===== config.mk =====
export PLATFORM = sky130hd
export DESIGN_NAME = alu32_result_buffer
export DESIGN_NICKNAME = d
export VERILOG_FILES = /design/src/rtl/alu_defs.sv /design/src/rtl/sync_fifo.sv /design/src/rtl/alu32_result_buffer.sv
export SDC_FILE = /design/constraint.sdc
export NUM_CORES = 1
export LEC_CHECK = 0
export ABC_CLOCK_PERIOD_IN_PS = 2100
export CORE_MARGIN = 2
export CORE_UTILIZATION = 48
export CTS_CLUSTER_SIZE = 16
export DETAILED_ROUTE_END_ITERATION = 10
export GPL_ROUTABILITY_DRIVEN = 0
export PLACE_DENSITY_LB_ADDON = 0.08
export SYNTH_ARGS = -nofsm -noshare
export SYNTH_HDL_FRONTEND = slang
export SYNTH_HIERARCHICAL = 1
export SYNTH_SLANG_ARGS = --single-unit

===== constraint.sdc =====
create_clock -name clk -period 2.1 [get_ports clk]
set_input_delay 0.42 -clock clk [delete_from_list [all_inputs] [get_ports clk]]
set_output_delay 0.42 -clock clk [all_outputs]
set_load 0.02 [all_outputs]

===== src/rtl/alu_defs.sv =====
// Opcode constants shared between alu32 and its downstream result buffer,
// plus the packed layout of one buffered result entry.
package alu_defs;

  localparam int RESULT_ENTRY_W = 38;

  typedef enum logic [2:0] {
    ALU_ADD = 3'd2,
    ALU_SUB = 3'd3,
    ALU_AND = 3'd4,
    ALU_OR  = 3'd5,
    ALU_NOR = 3'd6,
    ALU_XOR = 3'd7
  } alu_op_e;

  typedef struct packed {
    logic [31:0] data;
    logic        overflow;
    logic        zero;
    logic        negative;
    logic [2:0]  control;
  } result_entry_t;

  // Only arithmetic opcodes carry a meaningful overflow indication.
  function automatic logic is_arith(input logic [2:0] op);
    return (op == ALU_ADD) || (op == ALU_SUB);
  endfunction

endpackage


===== src/rtl/sync_fifo.sv =====
// Generic single-clock FIFO. Full/empty come from an occupancy counter, so
// equal pointers never make full and empty ambiguous.
module sync_fifo #(
  parameter int WIDTH = 38,
  parameter int DEPTH = 4,
  parameter int PTR_W = 2
) (
  input  logic             clk,
  input  logic             reset_n,
  input  logic             i_push,
  input  logic [WIDTH-1:0] i_wdata,
  input  logic             i_pop,
  output logic [WIDTH-1:0] o_rdata,
  output logic             o_full,
  output logic             o_empty
);

  localparam logic [PTR_W:0] FULL_CNT = (PTR_W + 1)'(DEPTH);

  logic [WIDTH-1:0] r_mem [DEPTH];
  logic [PTR_W-1:0] r_wr_ptr;
  logic [PTR_W-1:0] r_rd_ptr;
  logic [PTR_W:0]   r_count;
  logic             w_push;
  logic             w_pop;

  assign o_full  = (r_count == FULL_CNT);
  assign o_empty = (r_count == '0);
  assign w_push  = i_push && !o_full;
  assign w_pop   = i_pop && !o_empty;

  // NOTE: sequential state uses non-blocking assignments so every register
  // samples pre-edge values regardless of statement order.
  always_ff @(posedge clk) begin
    if (!reset_n) begin
      r_wr_ptr <= '0;
      r_rd_ptr <= '0;
      r_count  <= '0;
    end else begin
      if (w_push) r_wr_ptr <= r_wr_ptr + PTR_W'(1);
      if (w_pop)  r_rd_ptr <= r_rd_ptr + PTR_W'(1);
      case ({w_push, w_pop})
        2'b10:   r_count <= r_count + 1'b1;
        2'b01:   r_count <= r_count - 1'b1;
        default: r_count <= r_count;
      endcase
    end
  end

  // NOTE: storage is deliberately left out of reset; the head is masked while
  // empty, so stale contents are never observable and the array maps to RAM.
  always_ff @(posedge clk) begin
    if (w_push) r_mem[r_wr_ptr] <= i_wdata;
  end

  assign o_rdata = o_empty ? '0 : r_mem[r_rd_ptr];

endmodule


===== src/rtl/alu32_result_buffer.sv =====
// Buffers alu32 results for a stalling consumer; tracks a sticky arithmetic
// overflow flag and a wrapping count of delivered results.
module alu32_result_buffer
  import alu_defs::*;
#(
  parameter int DEPTH = 4,
  parameter int PTR_W = 2
) (
  input  logic        clk,
  input  logic        reset_n,
  input  logic        in_valid,
  output logic        in_ready,
  input  logic [31:0] alu_out,
  input  logic        alu_overflow,
  input  logic        alu_zero,
  input  logic        alu_negative,
  input  logic [2:0]  alu_control,
  output logic        out_valid,
  input  logic        out_ready,
  output logic [31:0] out_data,
  output logic        out_overflow,
  output logic        out_zero,
  output logic        out_negative,
  output logic [2:0]  out_control,
  output logic        sticky_overflow,
  input  logic        clear_sticky,
  output logic [15:0] result_count
);

  result_entry_t w_entry_in;
  result_entry_t w_head;
  logic          w_full;
  logic          w_empty;
  logic          w_push_fire;
  logic          w_pop_fire;
  logic          w_set_sticky;
  logic          r_sticky;
  logic [15:0]   r_result_count;

  assign w_entry_in = '{data: alu_out, overflow: alu_overflow, zero: alu_zero,
                        negative: alu_negative, control: alu_control};

  sync_fifo #(
    .WIDTH (RESULT_ENTRY_W),
    .DEPTH (DEPTH),
    .PTR_W (PTR_W)
  ) u_fifo (
    .clk     (clk),
    .reset_n (reset_n),
    .i_push  (in_valid),
    .i_wdata (w_entry_in),
    .i_pop   (out_ready),
    .o_rdata (w_head),
    .o_full  (w_full),
    .o_empty (w_empty)
  );

  assign in_ready     = !w_full;
  assign out_valid    = !w_empty;
  assign w_push_fire  = in_valid && !w_full;
  assign w_pop_fire   = out_ready && !w_empty;
  assign w_set_sticky = w_push_fire && alu_overflow && is_arith(alu_control);

  assign out_data     = w_head.data;
  assign out_overflow = w_head.overflow;
  assign out_zero     = w_head.zero;
  assign out_negative = w_head.negative;
  assign out_control  = w_head.control;

  // A qualifying push in the same cycle as a clear keeps the flag set.
  always_ff @(posedge clk) begin
    if (!reset_n) begin
      r_sticky       <= 1'b0;
      r_result_count <= '0;
    end else begin
      if (w_set_sticky)      r_sticky <= 1'b1;
      else if (clear_sticky) r_sticky <= 1'b0;
      if (w_pop_fire) r_result_count <= r_result_count + 16'd1;
    end
  end

  assign sticky_overflow = r_sticky;
  assign result_count    = r_result_count;

endmodule


==> impl_results.md <==
- Arr. time, crit path: between 1.5 and 2 ns
- Vias per cell: approximately 5.2
- Post-DR wirelength/cell: about 18 µm
- Seq cells post-synth: around 180
- Mapped cell area: between 7000 and 8000 µm²
- Die span in x: about 120 µm
- Clock-pin slew on the worst setup and hold paths: approximately 0.060 ns
- Final nets: roughly 570
- Row Count: 44
- Commonest non-fill, non-tap cell in the layout: edfxtp_1
- Clk Latency, worst-skew pair: about 0.42 ns
- Warnings, synthesis: 6
- Routed wire length: between 10 and 15 mm
- Port Buf Inserts: roughly 100
- Antenna viol nets, final: 0
- RSZ-0062 raised after global routing: true
- FILL cells: just over 1,000
- Crit path kind: flop to output pin
- Fmax: around 450 MHz
- Layout cells sized above 1: 0.343
- Hold Vio Cnt, Final: 0
- Min cycle time layout: 2.24 ns
- Syn Area/Cell: around 18 µm²
- Finished Layout Cells: a little over 700
- Slew of the pin with the lowest slew margin: between 0.4 and 0.5 ns
- Total Power: 0.0124 W
- Top cells by area, synth: edfxtp_1, mux4_2, dfxtp_1
- Static Leak: 3.27 nW
- Initial Utilization: 0.487
- Relative slew margins: 0.668
- Flip-flop and latch area: approximately 5100 µm²
- Placed insts: 680
- Worst Setup End Kind: output pin
- CTS H-tree lvls: 4
- Final hold slack: 0.483 ns
- Setup slack after layout: -0.141 ns
- Sequential element share of the synthesized area: 0.724
- Final Setup Violations: 39
- Mapped Cells: between 300 and 400
- Pwr dens: 1310 nW/µm²
- Most frequent cells in the layout: edfxtp_1, clkdlybuf4s50_1, mux4_2
- Total Routing Usage GR: 0.180
- Crit path launch type: flop
- Failing checks: negative setup slack
- MaxCap Viol Count: 0
- Die area: between 15,000 and 20,000 µm²
- Setup TNS: -4.26 ns
- CTS Buf Count: 17
- Antenna violations before repair: 0
- Placed instance area: roughly 8600 µm²
- Inserted Diodes: 0
- Vias in the first global route: approximately 3,900
- Dpl hpwl: approximately 8.4 mm
- Syn Nets: 432
- First-pass GRT wire length: about 21 mm
- Area of the multi-input gates: 2010 µm²
- GRT overflow: 0
- CTS Root Cell: clkbuf_16
- Worst hold path class: flop to flop
- Area added between synthesis and finish: 34.7%
- Top cell type's share of synthesized area: 0.650
- Post-route design area: 9450 µm²
- Clk buf depth: 2
- Post-synth cell types: 35
- DR iter-0 viols: 175
- Largest net degree at the start of global routing: 26
- Peak VDD IR: just under 0.0008 V
- CP required: 1.68 ns
- Pins over their slew limit: 0
- Die Height: around 120 µm
- Cell taking the most area after synthesis: edfxtp_1
- Drt first pass iters: 6
- Clock skew: ~0.0076 ns
- CP max FO: 8
- # DRC: 0
- I/O Pins: 100
- Status: complete, but fails checks
- CTS sink cnt: 178
- CORE AREA: between 10,000 and 15,000 µm²
- Final Cycle Share: 1.07
- DR vias: approximately 3,700
- CTS tree: yes
worst max-delay path, cell delays in order, from the launching register on:
cell	delay, ns
dfxtp_4	0.44
buf_12	0.17
mux4_2	0.48
nor2b_2	0.18
buf_6	0.13
worst paths after layout:
check,cells after the start,endpoint,from,slack (ns)
min reg2reg,2,sticky_overflow$_SDFFE_PN0P_,sticky_overflow$_SDFFE_PN0P_,0.48
max,4,out_data[28],flop,-0.14
max reg2reg,9,u_fifo/r_count[2]$_SDFFE_PN0P_,u_fifo/r_count[0]$_SDFFE_PN0P_,0
min,2,sticky_overflow$_SDFFE_PN0P_,sticky_overflow$_SDFFE_PN0P_,0.48
sequential cells by signal (all words and copies together) (netlist names), named ones only:
register	count
sticky_overflow	1
result_count	16
u_fifo/r_wr_ptr	2
u_fifo/r_count	3
u_fifo/r_rd_ptr	2
u_fifo/r_mem	152
synthesized netlist by cell type, drive strengths merged:
cell and instances:
edfxtp 152, nor2b 41, mux4 38, dfxtp 26
nor2 12, nand2 11, inv 10, buf 9
xor2 9, clkbuf 8, and2 7, o21ai 7
a21oi 6, ha 6, nand3 6, nand4 6
or3 4, mux2i 3, o31ai 3, or4 3
a21boi 2, and4b 2, xnor2 2, and4 1
fa 1, nand4b 1, nor3 1, nor3b 1
nor4 1, o21a 1, o31a 1, or4bb 1
what timing repair did:
item                       CTS  global route
hold buffers                 0             0
resized for setup          224            46
setup endpoints to repair   40            39
gates cloned                 2             0
pin swaps                    1             0
setup buffers                8             1
cell families (layout without fill, tap and decap cells):
logic type,Yosys count,in the layout,synth area share
flip-flops,178,178,0.724
AND/OR/NAND/NOR,98,98,0.0848
multiplexers,41,41,0.126
buffers and inverters,27,179,0.0203
AO/OA/AOI/OAI,20,20,0.0171
XOR/XNOR,11,11,0.0137
adder cells (fa/ha/maj),7,7,0.0135
per-layer routing:
| layer | vias up | GRT usage | share of wire |
|---|---|---|---|
| met5 | - | 0 | 0 |
| met2 | 74 | 0.298 | 0.52 |
| li1 | 1766 | - | - |
| met3 | 7 | 0.0535 | 0.039 |
| met1 | 1892 | 0.236 | 0.44 |
| met4 | 0 | 0.0471 | 0.0079 |
metrics by stage:
stage,worst slack [ns],util
after floorplan,0.0117,-
after detailed placement,-0.288,0.594
after global routing,-0.209,0.655
after CTS,-0.260,0.650
final,-0.141,0.655
after global placement,-0.240,0.594
layout make-up:
cell class	instances	share of cell area
clock buffers	18	0.0454
inverters	10	0.00397
flip-flops and latches	178	0.539
clock inverters	14	0.0173
repair buffers	137	0.157
well taps	184	0.0244
multi-input cells	177	0.212
power breakdown:
part           internal, W  switching [W]  leakage, nW  total, W
logic              0.00254        0.00233         1.39   0.00487
clock network      0.00186        0.00125        0.274   0.00312
registers          0.00422       0.000168         1.61   0.00439
total              0.00863        0.00375         3.27    0.0124
(Power assumes the default switching activity.)
